## src/rtl/conv_tuser_gen.sv

```systemverilog
// conv_tuser_gen
//   Transmit-side sequencer for the conv-engine AXI-Stream input. For each
//   layer it accepts one config handshake, emits one config beat, then passes
//   (cin_1+1)*(cols_1+1)*(blocks_1+1) pixel words through a single registered
//   output stage. Each word is tagged with the TUSER fields used downstream:
//   is_config, is_cin_last, is_cols_1_k2 and kw2.
//
// Ports
//   aclk, areset        clock, synchronous active-high reset
//   cfg_valid/cfg_ready per-layer config handshake
//   cfg_kw2             kernel half-width (kw = 2*kw2+1)
//   cfg_cols_1          columns-1
//   cfg_cin_1           input channels-1
//   cfg_blocks_1        blocks-1
//   s_valid/s_ready     input pixel stream handshake
//   s_data              input pixel word
//   m_valid/m_ready     output stream handshake
//   m_data, m_user      output word and side-band fields
//   m_last              final beat of the layer
module conv_tuser_gen #(
    parameter int DATA_WIDTH     = 64,
    parameter int TUSER_WIDTH    = 8,
    parameter int BITS_KW2       = 2,
    parameter int BITS_COLS      = 10,
    parameter int BITS_CIN       = 10,
    parameter int BITS_BLOCKS    = 8,
    parameter int I_IS_CONFIG    = 0,
    parameter int I_IS_CIN_LAST  = 1,
    parameter int I_IS_COLS_1_K2 = 2,
    parameter int I_KW2          = 3
) (
    input  logic                   aclk,
    input  logic                   areset,
    input  logic                   cfg_valid,
    output logic                   cfg_ready,
    input  logic [BITS_KW2-1:0]    cfg_kw2,
    input  logic [BITS_COLS-1:0]   cfg_cols_1,
    input  logic [BITS_CIN-1:0]    cfg_cin_1,
    input  logic [BITS_BLOCKS-1:0] cfg_blocks_1,
    input  logic                   s_valid,
    output logic                   s_ready,
    input  logic [DATA_WIDTH-1:0]  s_data,
    output logic                   m_valid,
    input  logic                   m_ready,
    output logic [DATA_WIDTH-1:0]  m_data,
    output logic [TUSER_WIDTH-1:0] m_user,
    output logic                   m_last
);

    typedef enum logic [1:0] {IDLE, CONFIG, STREAM} state_t;

    state_t                 state;
    logic [BITS_KW2-1:0]    kw2_q;
    logic [BITS_COLS-1:0]   cols_1_q;
    logic [BITS_CIN-1:0]    cin_1_q;
    logic [BITS_BLOCKS-1:0] blocks_1_q;
    logic [BITS_CIN-1:0]    cin_cnt;
    logic [BITS_COLS-1:0]   col_cnt;
    logic [BITS_BLOCKS-1:0] blk_cnt;
    // Set once the final input beat of the layer has been taken, so the
    // output stage cannot pull an extra word while the m_last beat drains.
    logic                   src_done;

    logic                   s_fire;
    logic                   m_fire;
    logic                   cin_last;
    logic                   col_last;
    logic                   blk_last;
    logic [BITS_COLS:0]     cols_k2_diff;
    logic [TUSER_WIDTH-1:0] user_data;
    logic [TUSER_WIDTH-1:0] user_cfg;

    assign cfg_ready = (state == IDLE);
    assign s_ready   = (state == STREAM) && !src_done && (!m_valid || m_ready);
    assign s_fire    = s_valid && s_ready;
    assign m_fire    = m_valid && m_ready;

    assign cin_last = (cin_cnt == cin_1_q);
    assign col_last = (col_cnt == cols_1_q);
    assign blk_last = (blk_cnt == blocks_1_q);

    // One extra bit so that cols_1 < kw2 shows up as a set MSB (underflow).
    assign cols_k2_diff = {1'b0, cols_1_q} - (BITS_COLS + 1)'(kw2_q);

    always_comb begin
        user_data                          = '0;
        user_data[I_KW2 +: BITS_KW2]       = kw2_q;
        user_data[I_IS_CIN_LAST]           = cin_last;
        user_data[I_IS_COLS_1_K2]          = !cols_k2_diff[BITS_COLS] &&
                                             (col_cnt == cols_k2_diff[BITS_COLS-1:0]);
    end

    always_comb begin
        user_cfg                      = '0;
        user_cfg[I_KW2 +: BITS_KW2]   = cfg_kw2;
        user_cfg[I_IS_CONFIG]         = 1'b1;
    end

    always_ff @(posedge aclk) begin
        if (areset) begin
            state      <= IDLE;
            kw2_q      <= '0;
            cols_1_q   <= '0;
            cin_1_q    <= '0;
            blocks_1_q <= '0;
            cin_cnt    <= '0;
            col_cnt    <= '0;
            blk_cnt    <= '0;
            src_done   <= 1'b0;
            m_valid    <= 1'b0;
            m_data     <= '0;
            m_user     <= '0;
            m_last     <= 1'b0;
        end else begin
            case (state)
                IDLE: begin
                    if (cfg_valid) begin
                        kw2_q      <= cfg_kw2;
                        cols_1_q   <= cfg_cols_1;
                        cin_1_q    <= cfg_cin_1;
                        blocks_1_q <= cfg_blocks_1;
                        cin_cnt    <= '0;
                        col_cnt    <= '0;
                        blk_cnt    <= '0;
                        src_done   <= 1'b0;
                        // Config beat is loaded here so it is visible the
                        // cycle after the handshake.
                        m_valid    <= 1'b1;
                        m_data     <= '0;
                        m_user     <= user_cfg;
                        m_last     <= 1'b0;
                        state      <= CONFIG;
                    end
                end
                CONFIG: begin
                    if (m_ready) begin
                        m_valid <= 1'b0;
                        state   <= STREAM;
                    end
                end
                STREAM: begin
                    if (s_fire) begin
                        m_valid <= 1'b1;
                        m_data  <= s_data;
                        m_user  <= user_data;
                        m_last  <= cin_last && col_last && blk_last;
                        if (cin_last) begin
                            cin_cnt <= '0;
                            if (col_last) begin
                                col_cnt <= '0;
                                blk_cnt <= blk_cnt + 1'b1;
                            end else begin
                                col_cnt <= col_cnt + 1'b1;
                            end
                        end else begin
                            cin_cnt <= cin_cnt + 1'b1;
                        end
                        if (cin_last && col_last && blk_last) begin
                            src_done <= 1'b1;
                        end
                    end else if (m_fire) begin
                        m_valid <= 1'b0;
                        if (m_last) begin
                            state <= IDLE;
                        end
                    end
                end
                default: state <= IDLE;
            endcase
        end
    end

endmodule

```

## config.mk

```make
export PLATFORM = sky130hd
export DESIGN_NAME = conv_tuser_gen
export DESIGN_NICKNAME = d
export VERILOG_FILES = /design/src/rtl/conv_tuser_gen.sv
export SDC_FILE = /design/constraint.sdc
export NUM_CORES = 1
export LEC_CHECK = 0
export ABC_AREA = 1
export CAP_MARGIN = 5
export CORE_MARGIN = 5
export CORE_UTILIZATION = 43
export DETAILED_ROUTE_END_ITERATION = 6
export GPL_ROUTABILITY_DRIVEN = 0
export PLACE_DENSITY = 0.76
export SLEW_MARGIN = 10
export SYNTH_ARGS = -nofsm -noshare
export SYNTH_HDL_FRONTEND = slang
export SYNTH_SLANG_ARGS = --single-unit
```

## constraint.sdc

```tcl
create_clock -name aclk -period 1.8 [get_ports aclk]
set_input_delay 0.36 -clock aclk [delete_from_list [all_inputs] [get_ports aclk]]
set_output_delay 0.36 -clock aclk [all_outputs]
set_load 0.005 [all_outputs]
```

==> results <==
- Buffers inserted during clock tree synthesis total 17.
- In the layout the commonest cells are 170 x sky130_fd_sc_hd__clkdlybuf4s50_1, 132 x sky130_fd_sc_hd__nor2_1, 128 x sky130_fd_sc_hd__dfxtp_1.
- The mean area per synthesized cell is 7.64 µm².
- The routed layout has between 5000 and 6000 vias.
- The synthesis-stage register bit count is approximately 130.
- Traced cell by cell, the critical path runs through inv_2 -> ha_4 -> fa_2 -> o21ai_1 -> nor3_1 -> nand3_1 -> nor2_1 -> nand3_1 -> a21oi_1.
- The number of distinct standard cells referenced by the synthesized netlist is 35.
- Summing every instance area after synthesis gives 6040 µm².
- On the critical path the largest part of the delay comes from adder cells.
- The repair_antennas step left the layout with diodes totalling 0.
- The clock passes through at most 2 buffers.
- The clock network fraction of design power is between 30% and 40%.
- Once routing completed, OpenROAD measured the worst setup slack at -7.56 ps.
- The final cell utilization of the core is a little under two thirds.
- The wire length of the first global-routing pass is roughly 26000 µm.
- Dividing the detail-routed wire length by the instance count gives 14.2 µm.
- Once the floorplan was initialized, standard cells occupied a little over two fifths of the core.
- The endpoint class of the critical path is a register.
- The first detailed-routing pass took 5 iterations.
- Across the run, the number of max-cap violations was 0.
- The number of global-route vias before repair is between 5000 and 6000.
- Data on the critical path arrives at its endpoint at 2160 ps.
- The total count of max-transition violations in the final report is 0.
- The global-route total usage across every layer is 19.8%.
- On the worst path, the slowest cell contributes a delay of ~530 ps.
- After the first detailed-routing iteration, the DRC count stood at a little under 400.
- Setup violations remaining at the end of the flow were counted as 1.
- The area overhead of the layout relative to synthesis is 45.4%.
- Entering global routing, the biggest net connects a little under 60 pins.
- Once detailed placement completed, the half-perimeter wirelength came to 12000 µm.
- The pre-CTS worst setup slack is -173 ps.
- In the synthesized netlist, the number of instances is ~800.
- The class of the tightest hold or removal check is register to register.
- The post-route clock skew is approximately 5.9 ps.
- The final critical delay including setup and external delays is about 1800 ps.
- For the worst flop-to-flop path, the logic depth is 9.
- The number of remaining DRC errors is 0.
- Per report_power, the sequential group accounts for between 30 and 40% of the total.
- The number of antenna violations at the first check in global routing is 0.
- During I/O placement, the number of pins put on the boundary was 175.
- The total wire length after detailed routing is ~17000 µm.
- The proportion of layout cells with a drive suffix above 1 is between 10 and 15%.
- Clock latency on the worst-skew pair, taken at its later pin, is 420 ps.
- The end of the worst register-to-register path is m_user[2]$_SDFFE_PP0P_.
- The horizontal extent of the die is roughly 130 µm.
- The number of flops mapped to enable cells by yosys is 0.
- TritonCTS built the clock tree.
- The capture point of the worst path is m_user[2]$_SDFFE_PP0P_.
- The number of buffers and inverters on the critical path is 1.
- The critical path required time is approximately 2200 ps.
- For this run, the number of Yosys warnings is 0.
- The critical path crosses 9 cells after its start point.
- The internal portion of the total power is ~0.0075 W.
- The final hold violation count is 0.
- Dividing the detail-routed via count by the number of cells gives 5.00.
- The final reports fail on negative setup slack.
- The buffer cell driving the clock tree root is sky130_fd_sc_hd__clkbuf_16.
- The async set-or-reset flop fraction in the synthesized netlist is 0%.
- The run finished, with violations left.
- Summed over all nets, the switching power comes to roughly 0.0035 W.
- The worst-path maximum fanout is 2.
- The floorplan has 43 rows.
- The maximum clock rate is ~550 MHz.
- IR analysis of the VDD net gives a maximum drop of just over 0.7 mV.
- The number of nets at the end of the flow is between 1000 and 1500.
- After global routing the overflow that remains totals 0.
- The layout has between 1000 and 1500 filler cells.
- The die is between 100 and 150 µm tall.
- The internal reg-to-reg setup slack is -8 ps.
- Per report_power, the combinational group accounts for around 34% of the total.
- The level count of the clock H-tree is 4.
- Setup repair after global routing could not meet its margin everywhere.
- The origin of the worst setup path is cols_1_q[0]$_SDFFE_PP0P_.
- The clock transition at the registers of the reported paths is 60 ps.
- The detail route stage leaves a number of antenna-violating nets equal to 0.
- Power spread over the standard cell area amounts to about 1300 nW/µm².
- The share of the Yosys chip area taken by registers is between 40% and 50%.
- Input and output buffers added on the ports amount to roughly 170.
- By instance count, the cell type seen most on the critical path is sky130_fd_sc_hd__nand3_1.
- STA classifies the critical path startpoint as a register.
- The total core area is 13800 µm².
- The number of clock sinks is between 100 and 150.
- The critical path start-end classification is register to register.
- The most frequent standard cell in the layout excluding fill and tap cells is sky130_fd_sc_hd__clkdlybuf4s50_1.
- The overall die area is roughly 17000 µm².
- The portion of the clock cycle consumed by the worst path in the final layout is 100%.
- The slowest stage of the critical path belongs to the cell sky130_fd_sc_hd__fa_2.
- The most used flip-flop cell after synthesis is sky130_fd_sc_hd__dfxtp_1.
- Of the total power, the share spent switching nets is 32.0%.
- The analysis attributes to cell leakage a power of around 3.5 nW.
- The startpoint identified for the worst register-to-register timing path is cols_1_q[0]$_SDFFE_PP0P_.
synth_stat cells (2+ instances only):
library cell,n,share of area [%]
sky130_fd_sc_hd__a21oi_1,48,4.0
sky130_fd_sc_hd__a31oi_1,2,0.21
sky130_fd_sc_hd__a32o_1,37,6.1
sky130_fd_sc_hd__buf_1,3,0.19
sky130_fd_sc_hd__buf_2,10,0.83
sky130_fd_sc_hd__buf_4,13,1.6
sky130_fd_sc_hd__buf_6,8,1.5
sky130_fd_sc_hd__clkbuf_1,15,0.93
sky130_fd_sc_hd__dfxtp_1,132,44
sky130_fd_sc_hd__ha_1,6,1.2
sky130_fd_sc_hd__inv_1,59,3.7
sky130_fd_sc_hd__inv_2,9,0.56
sky130_fd_sc_hd__nand2_1,118,7.3
sky130_fd_sc_hd__nand2_2,5,0.52
sky130_fd_sc_hd__nand3_1,55,4.6
sky130_fd_sc_hd__nand3_2,3,0.50
sky130_fd_sc_hd__nand4_1,4,0.41
sky130_fd_sc_hd__nor2_1,134,8.3
sky130_fd_sc_hd__nor2_2,5,0.52
sky130_fd_sc_hd__nor2_4,3,0.56
sky130_fd_sc_hd__nor3_1,37,3.1
sky130_fd_sc_hd__o21ai_0,47,3.9
sky130_fd_sc_hd__or2_2,3,0.31
sky130_fd_sc_hd__xnor2_1,6,0.87
sky130_fd_sc_hd__xor2_1,18,2.6
cells by family (layout without fill, tap and decap cells):
family | Yosys count | in the layout | share of synthesized area [%]
compound gates | 137 | 137 | 14.7
xor+xnor | 25 | 25 | 3.75
fa+ha+maj | 7 | 7 | 1.58
buf+inv | 118 | 316 | 9.39
flops | 132 | 132 | 43.8
other cells | 1 | 3 | 0.0621
simple gates | 370 | 370 | 26.8
power by group through the flow:
stage | Combinational [W] | Sequential (W) | Clock, W
final | 0.00376 | 0.00367 | 0.00359
after global routing | 0.00414 | 0.00373 | 0.00381
after CTS | 0.00374 | 0.00366 | 0.00365
after detailed placement | 0.00368 | 0.00371 | 0
after global placement | 0.00364 | 0.00370 | 0
after floorplan | 0.00217 | 0.00369 | 0
routing by layer:
layer,share of wire (%),track usage (%),vias to the layer above
met1,44,25.2,2651
met5,0,0,-
met2,45,31.0,197
met4,1.6,5.56,0
met3,9.5,8.30,24
li1,-,-,2982
what timing repair did:
| action | CTS | global route |
|---|---|---|
| setup buffers | 2 | 0 |
| resized for setup | 8 | 11 |
| hold buffers | 0 | 0 |
| endpoints found under the hold margin | 0 | 0 |
| pin swaps | 6 | 4 |
| endpoints found under the setup margin | 3 | 25 |
how the worst min path moves through the flow:
stage                                     from                    endpoint  slack [ps]  cells past startpoint
finish                  m_user[0]$_SDFFE_PP0P_      m_user[0]$_SDFFE_PP0P_         460                      2
global route            m_user[2]$_SDFFE_PP0P_      m_user[2]$_SDFFE_PP0P_         490                      2
global placement        m_user[2]$_SDFFE_PP0P_      m_user[2]$_SDFFE_PP0P_         450                      2
detailed placement      m_user[0]$_SDFFE_PP0P_      m_user[0]$_SDFFE_PP0P_         460                      2
CTS                     m_user[2]$_SDFFE_PP0P_      m_user[2]$_SDFFE_PP0P_         460                      2
floorplan           blocks_1_q[0]$_SDFFE_PP0P_  blocks_1_q[0]$_SDFFE_PP0P_         440                      2
worst register-to-register path: stages, from the launching register on:
cell,delay (ps)
sky130_fd_sc_hd__dfxtp_2,330
sky130_fd_sc_hd__inv_2,50
sky130_fd_sc_hd__ha_4,150
sky130_fd_sc_hd__fa_2,530
sky130_fd_sc_hd__o21ai_1,60
sky130_fd_sc_hd__nor3_1,170
sky130_fd_sc_hd__nand3_1,110
sky130_fd_sc_hd__nor2_1,90
sky130_fd_sc_hd__nand3_1,110
sky130_fd_sc_hd__a21oi_1,140
area by class of cell:
| type | count | area, µm² | share of cell area, % |
|---|---|---|---|
| multi-input combinational | 542 | 2880 | 32.8 |
| inverter | 69 | 262 | 2.98 |
| timing repair buffer | 215 | 2150 | 24.5 |
| clock buffer | 24 | 462 | 5.26 |
| sequential | 132 | 2650 | 30.2 |
| clock inverter | 8 | 150 | 1.71 |
| tap | 180 | 225 | 2.57 |
flip-flops by register name (all words and copies together), names as in the netlist:
name,cells
blk_cnt,8
src_done,1
kw2_q,2
col_cnt,10
cin_1_q,10
state,2
cin_cnt,10
m_last,1
m_data,64
cols_1_q,10
blocks_1_q,8
m_user,5
m_valid,1
metrics by stage:
stage	hold WS, ps	cell area [µm²]	total power, W	cells	setup TNS (ps)
final	458	8780	0.0110	1170	-7.56
after global placement	454	8100	0.00734	1136	-8800
after floorplan	444	6040	0.00585	792	0
after CTS	463	8750	0.0111	1170	-42.5
after global routing	493	8780	0.0117	1170	-75.0
after detailed placement	457	8100	0.00739	1136	-10280
Power figures use the tool's default switching activity.
==> variant 1, RTL diff (config.mk and constraints unchanged) <==
Set the parameter `BITS_CIN` to 20 (it was 10).
--- a/src/rtl/conv_tuser_gen.sv
+++ b/src/rtl/conv_tuser_gen.sv
@@ -24,3 +24,3 @@
     parameter int BITS_COLS      = 10,
-    parameter int BITS_CIN       = 10,
+    parameter int BITS_CIN       = 20,
     parameter int BITS_BLOCKS    = 8,
Ports: changed (resized cfg_cin_1); port bits go from 175 to 185. No check against the original RTL was run, so the function may have changed too.
==> variant 1 against the unedited design <==
Sequential cell count up 20; core utilization is 0.52 points lower; largest cell class unchanged; routed wire length grew 20%; cell count increased by 20%; synthesized area grew 15%; die area up 14%; sequential power increased by 16%; combinational power is 14% higher; setup slack better by 0.056 ns; critical path type unchanged; global-route usage rose by 1.2 points; design area is 14% higher; power rose by 9.6%.
==> variant 1: results <==
export IMPL_routed_via_count=6869
export IMPL_grt_use_met2_pct=34.4
export IMPL_status="finished clean"
export IMPL_hold_path_depth=3
export IMPL_rr_worst_depth=10
export IMPL_hp_start="areset"
export IMPL_ys_seq_area_share_pct=43.9
export IMPL_grt_first_pass_wirelength_mm=31.4
export IMPL_p_per_area_mw_per_mm2=1210
export IMPL_synth_adder_area_share_pct=1.37
export IMPL_drive_above_1_share_pct=12.8
export IMPL_synth_cells=965
export IMPL_p_switching_mw=4.06
export IMPL_drt_iter0_drc=473
export IMPL_drt_wirelength_per_cell_um=14.3
export IMPL_dp_hpwl_mm=14.4
export IMPL_yosysUniqueCellTypes=42
export IMPL_ys_top_cells_by_count="nand2_1, nor2_1, dfxtp_1"
export IMPL_power_leakage_nw=3.80
export IMPL_routed_wl_met3_mm=1.25
export IMPL_cp_slowest_stage_delay_ns=0.46
export IMPL_dpl_cell_area_mm2=0.00922
export IMPL_wl_met1_mm=8.41
export IMPL_peakVddDrop_uv=829
export IMPL_grtUsageMet3_pct=6.18
export IMPL_dpl_cell_count=1364
export IMPL_crit_family="adder cells"
export IMPL_cp_arrival_ns=2.10
export IMPL_yosys_top_cells_area="dfxtp_1, nand2_1, nor2_1, a21oi_1, o21ai_0"
export IMPL_r2r_slack_ns=0.05
export IMPL_p_comb_share_pct=35.4
export IMPL_synth_compound_area_share_pct=11.3
export IMPL_async_flop_share_pct=0
export IMPL_fin_skew_ns=0.00569
export IMPL_grt_use_total_pct=21.0
export IMPL_post_cts_repair_setup_buffers=0
export IMPL_grt_use_met1_pct=26.6
export IMPL_routed_wl_met2_mm=9.82
export IMPL_portBuffers=181
export IMPL_final_setup_tns_ns=0
export IMPL_fin_hold_ws_ns=0.409
export IMPL_final_nets=1287
export IMPL_cts_root_buf="clkbuf_16"
export IMPL_seq_cell_power_mw=4.24
export IMPL_grt_pass1_vias=6381
export IMPL_hold_end="m_data[17]"
export IMPL_post_cts_resized=5
export IMPL_pre_cts_ws_ns=-0.269
## variant 1: cell count changes in the layout (fill, tap and decap cells not counted), sizes merged, moves of 11 or more
cell   unedited run  this run
nand4             4        18
nor2            142       176
nand2           124       206
a32o             37         0
buf              44        55
xnor2             7        23
nand3            59        41
a21oi            48        92
dfxtp           132       152
## variant 1: area by class of cell
| type | count | area, µm² |
|---|---|---|
| sequential | 152 | 3070 |
| clock inverter | 11 | 151 |
| tap | 216 | 270 |
| timing repair buffer | 235 | 2340 |
| multi-input combinational | 699 | 3450 |
| fill | 1366 | 5860 |
| clock buffer | 20 | 437 |
| inverter | 66 | 248 |
## variant 1: worst max-delay path by stage
stage	to	slack, ns	cells after the start
after floorplan	m_user[2]	0.13	10
after global placement	cin_cnt[13]	-0.23	10
after detailed placement	cin_cnt[13]	-0.27	10
after CTS	m_user[2]	0.01	10
after global routing	m_user[2]	-0.02	10
final	m_user[2]	0.05	10
==> variant 2, RTL diff (config.mk and constraints unchanged) <==
Made on the original files. The 3 states of `state_t` get a one-hot encoding in 3 bits.
--- a/src/rtl/conv_tuser_gen.sv
+++ b/src/rtl/conv_tuser_gen.sv
@@ -49,3 +49,3 @@
 
-    typedef enum logic [1:0] {IDLE, CONFIG, STREAM} state_t;
+    typedef enum logic [2:0] {IDLE = 3'b001, CONFIG = 3'b010, STREAM = 3'b100} state_t;
 
Formal check against the unedited RTL: no difference found for any inputs over 4 cycles, from zero or initial values and one cycle with areset high; so few cycles prove little.
==> variant 2 against the unedited design <==
Core utilization shrank 1.1 points; sequential cell count grew 1; power shrank 9.4%; setup slack gained 0.017 ns; combinational power shrank 23%; synthesized area grew 4.5%; global-route usage grew 0.30 points; maximum frequency grew 0.95%; sequential power shrank 7.4%; routed wire length grew 6.3%; design area grew 2.9%; largest power group is now the clock network.
==> variant 2: results <==
export IMPL_cp_slowest_stage_delay_ns=0.55
export IMPL_dp_hpwl_mm=12.5
export IMPL_path_clk_slew_ns=0.06
export IMPL_internal_power_mw=6.69
export IMPL_routed_wl_met2_mm=8.33
export IMPL_cp_slowest_cell="fa_2"
export IMPL_ys_seq_area_share_pct=42.2
export IMPL_wl_met1_mm=7.31
export IMPL_fin_skew_ns=0.00826
export IMPL_ys_warn_count=0
export IMPL_grt_first_pass_wirelength_mm=28.7
export IMPL_avgSynthCellArea_um2=7.44
export IMPL_avgViaCountPerCell=4.87
export IMPL_rr_worst_depth=9
export IMPL_wirelength_mm=17.7
export IMPL_dpl_cell_count=1192
export IMPL_yosysUniqueCellTypes=45
export IMPL_r2r_slack_ns=0.009
export IMPL_power_leakage_nw=3.40
export IMPL_dr_pass1_iters=5
export IMPL_yosys_top_cells_area="dfxtp_1, nand2_1, a21oi_1, nor2_1, a21oi_2"
export IMPL_diodes=0
export IMPL_cap_violations=0
export IMPL_drt_wirelength_per_cell_um=14.4
export IMPL_htreeDepth=4
export IMPL_grt_use_total_pct=20.1
export IMPL_ys_top_cells_by_count="nand2_1, dfxtp_1, a21oi_1"
export IMPL_peakVddDrop_uv=954
export IMPL_cts_root_buf="clkbuf_16"
export IMPL_grt_pass1_vias=5809
export IMPL_cp_max_fo=2
export IMPL_status="finished clean"
export IMPL_final_nets=1136
export IMPL_routed_wl_met3_mm=1.86
export IMPL_drt_iter0_drc=403
export IMPL_clk_latency_ns=0.41
export IMPL_grt_max_degree=84
export IMPL_cp_arrival_ns=2.13
export IMPL_pre_cts_ws_ns=-0.242
export IMPL_fin_crit_ns=1.79
export IMPL_async_flop_share_pct=0
export IMPL_drive_above_1_share_pct=15.9
## variant 2: changes by cell type in the layout (fill, tap and decap cells not counted), sizes merged, moves of 11 or more
cell   change
nand3     -24
a21oi     +57
buf       -11
nor2      -68
nand2    +151
a32o      -37
nor3      -28
## variant 2: cell type report
type | instances | area [µm²]
clock buffer | 18 | 439
tap | 184 | 230
fill | 1276 | 5450
clock inverter | 14 | 191
sequential | 133 | 2670
inverter | 63 | 267
timing repair buffer | 203 | 2050
multi-input combinational | 612 | 3190
## variant 2: cell families after synthesis
kind of cell,count (synthesis),share of synthesized area [%]
compound gates,162,15.4
xor+xnor,22,3.05
fa+ha+maj,7,1.51
buf+inv,106,8.29
flops,133,42.2
other cells,1,0.0594
simple gates,417,29.5
## variant 2: path summary, 6_finish.rpt
check	startpoint	endpoint
max	cols_1_q[0]	m_user[2]
min reg2reg	m_data[53]	m_data[53]
max reg2reg	cols_1_q[0]	m_user[2]
min	m_data[53]	m_data[53]
## variant 2: routing by layer
layer | vias up | track usage [%]
met4 | 0 | 5.77
met1 | 2685 | 23.3
met5 | - | 0
met3 | 15 | 10.6
li1 | 3088 | -
met2 | 185 | 32.4
## variant 2: per-stage QoR
stage               hold WS, ns  total power, mW  util (%)  instance area [µm²]
detailed placement        0.452             6.25      57.5                 8330
finish                    0.458             9.98      62.4                 9030
global route              0.472             10.5      62.4                 9030
floorplan                 0.439             5.33         -                 6320
global placement          0.445             6.23      57.5                 8330
CTS                       0.459             9.99      62.0                 8980
## variant 2: power by group through the flow
stage                     combinational [mW]  sequential (mW)  clock (mW)
after global routing                    3.17             3.44        3.92
after floorplan                         1.92             3.41           0
final                                   2.88             3.40        3.69
after detailed placement                2.79             3.46           0
after global placement                  2.77             3.45           0
after CTS                               2.82             3.40        3.77
## variant 2: repair_timing
| item | 4_1_cts | 5_1_grt |
|---|---|---|
| gates cloned | 0 | 1 |
| endpoints found under the setup margin | 3 | 5 |
| gates resized for setup | 9 | 11 |
| pin swaps | 4 | 8 |
| buffers inserted | 1 | 1 |
## variant 2: worst max-delay path: cells and delay by family, from the launching register on
family / cells / cell delay (ns)
AO/OA/AOI/OAI: 1 / 0.13
XOR/XNOR: 1 / 0.07
adder cells (fa/ha/maj): 2 / 0.70
buffers and inverters: 1 / 0.05
flip-flops: 1 / 0.34
AND/OR/NAND/NOR: 4 / 0.44
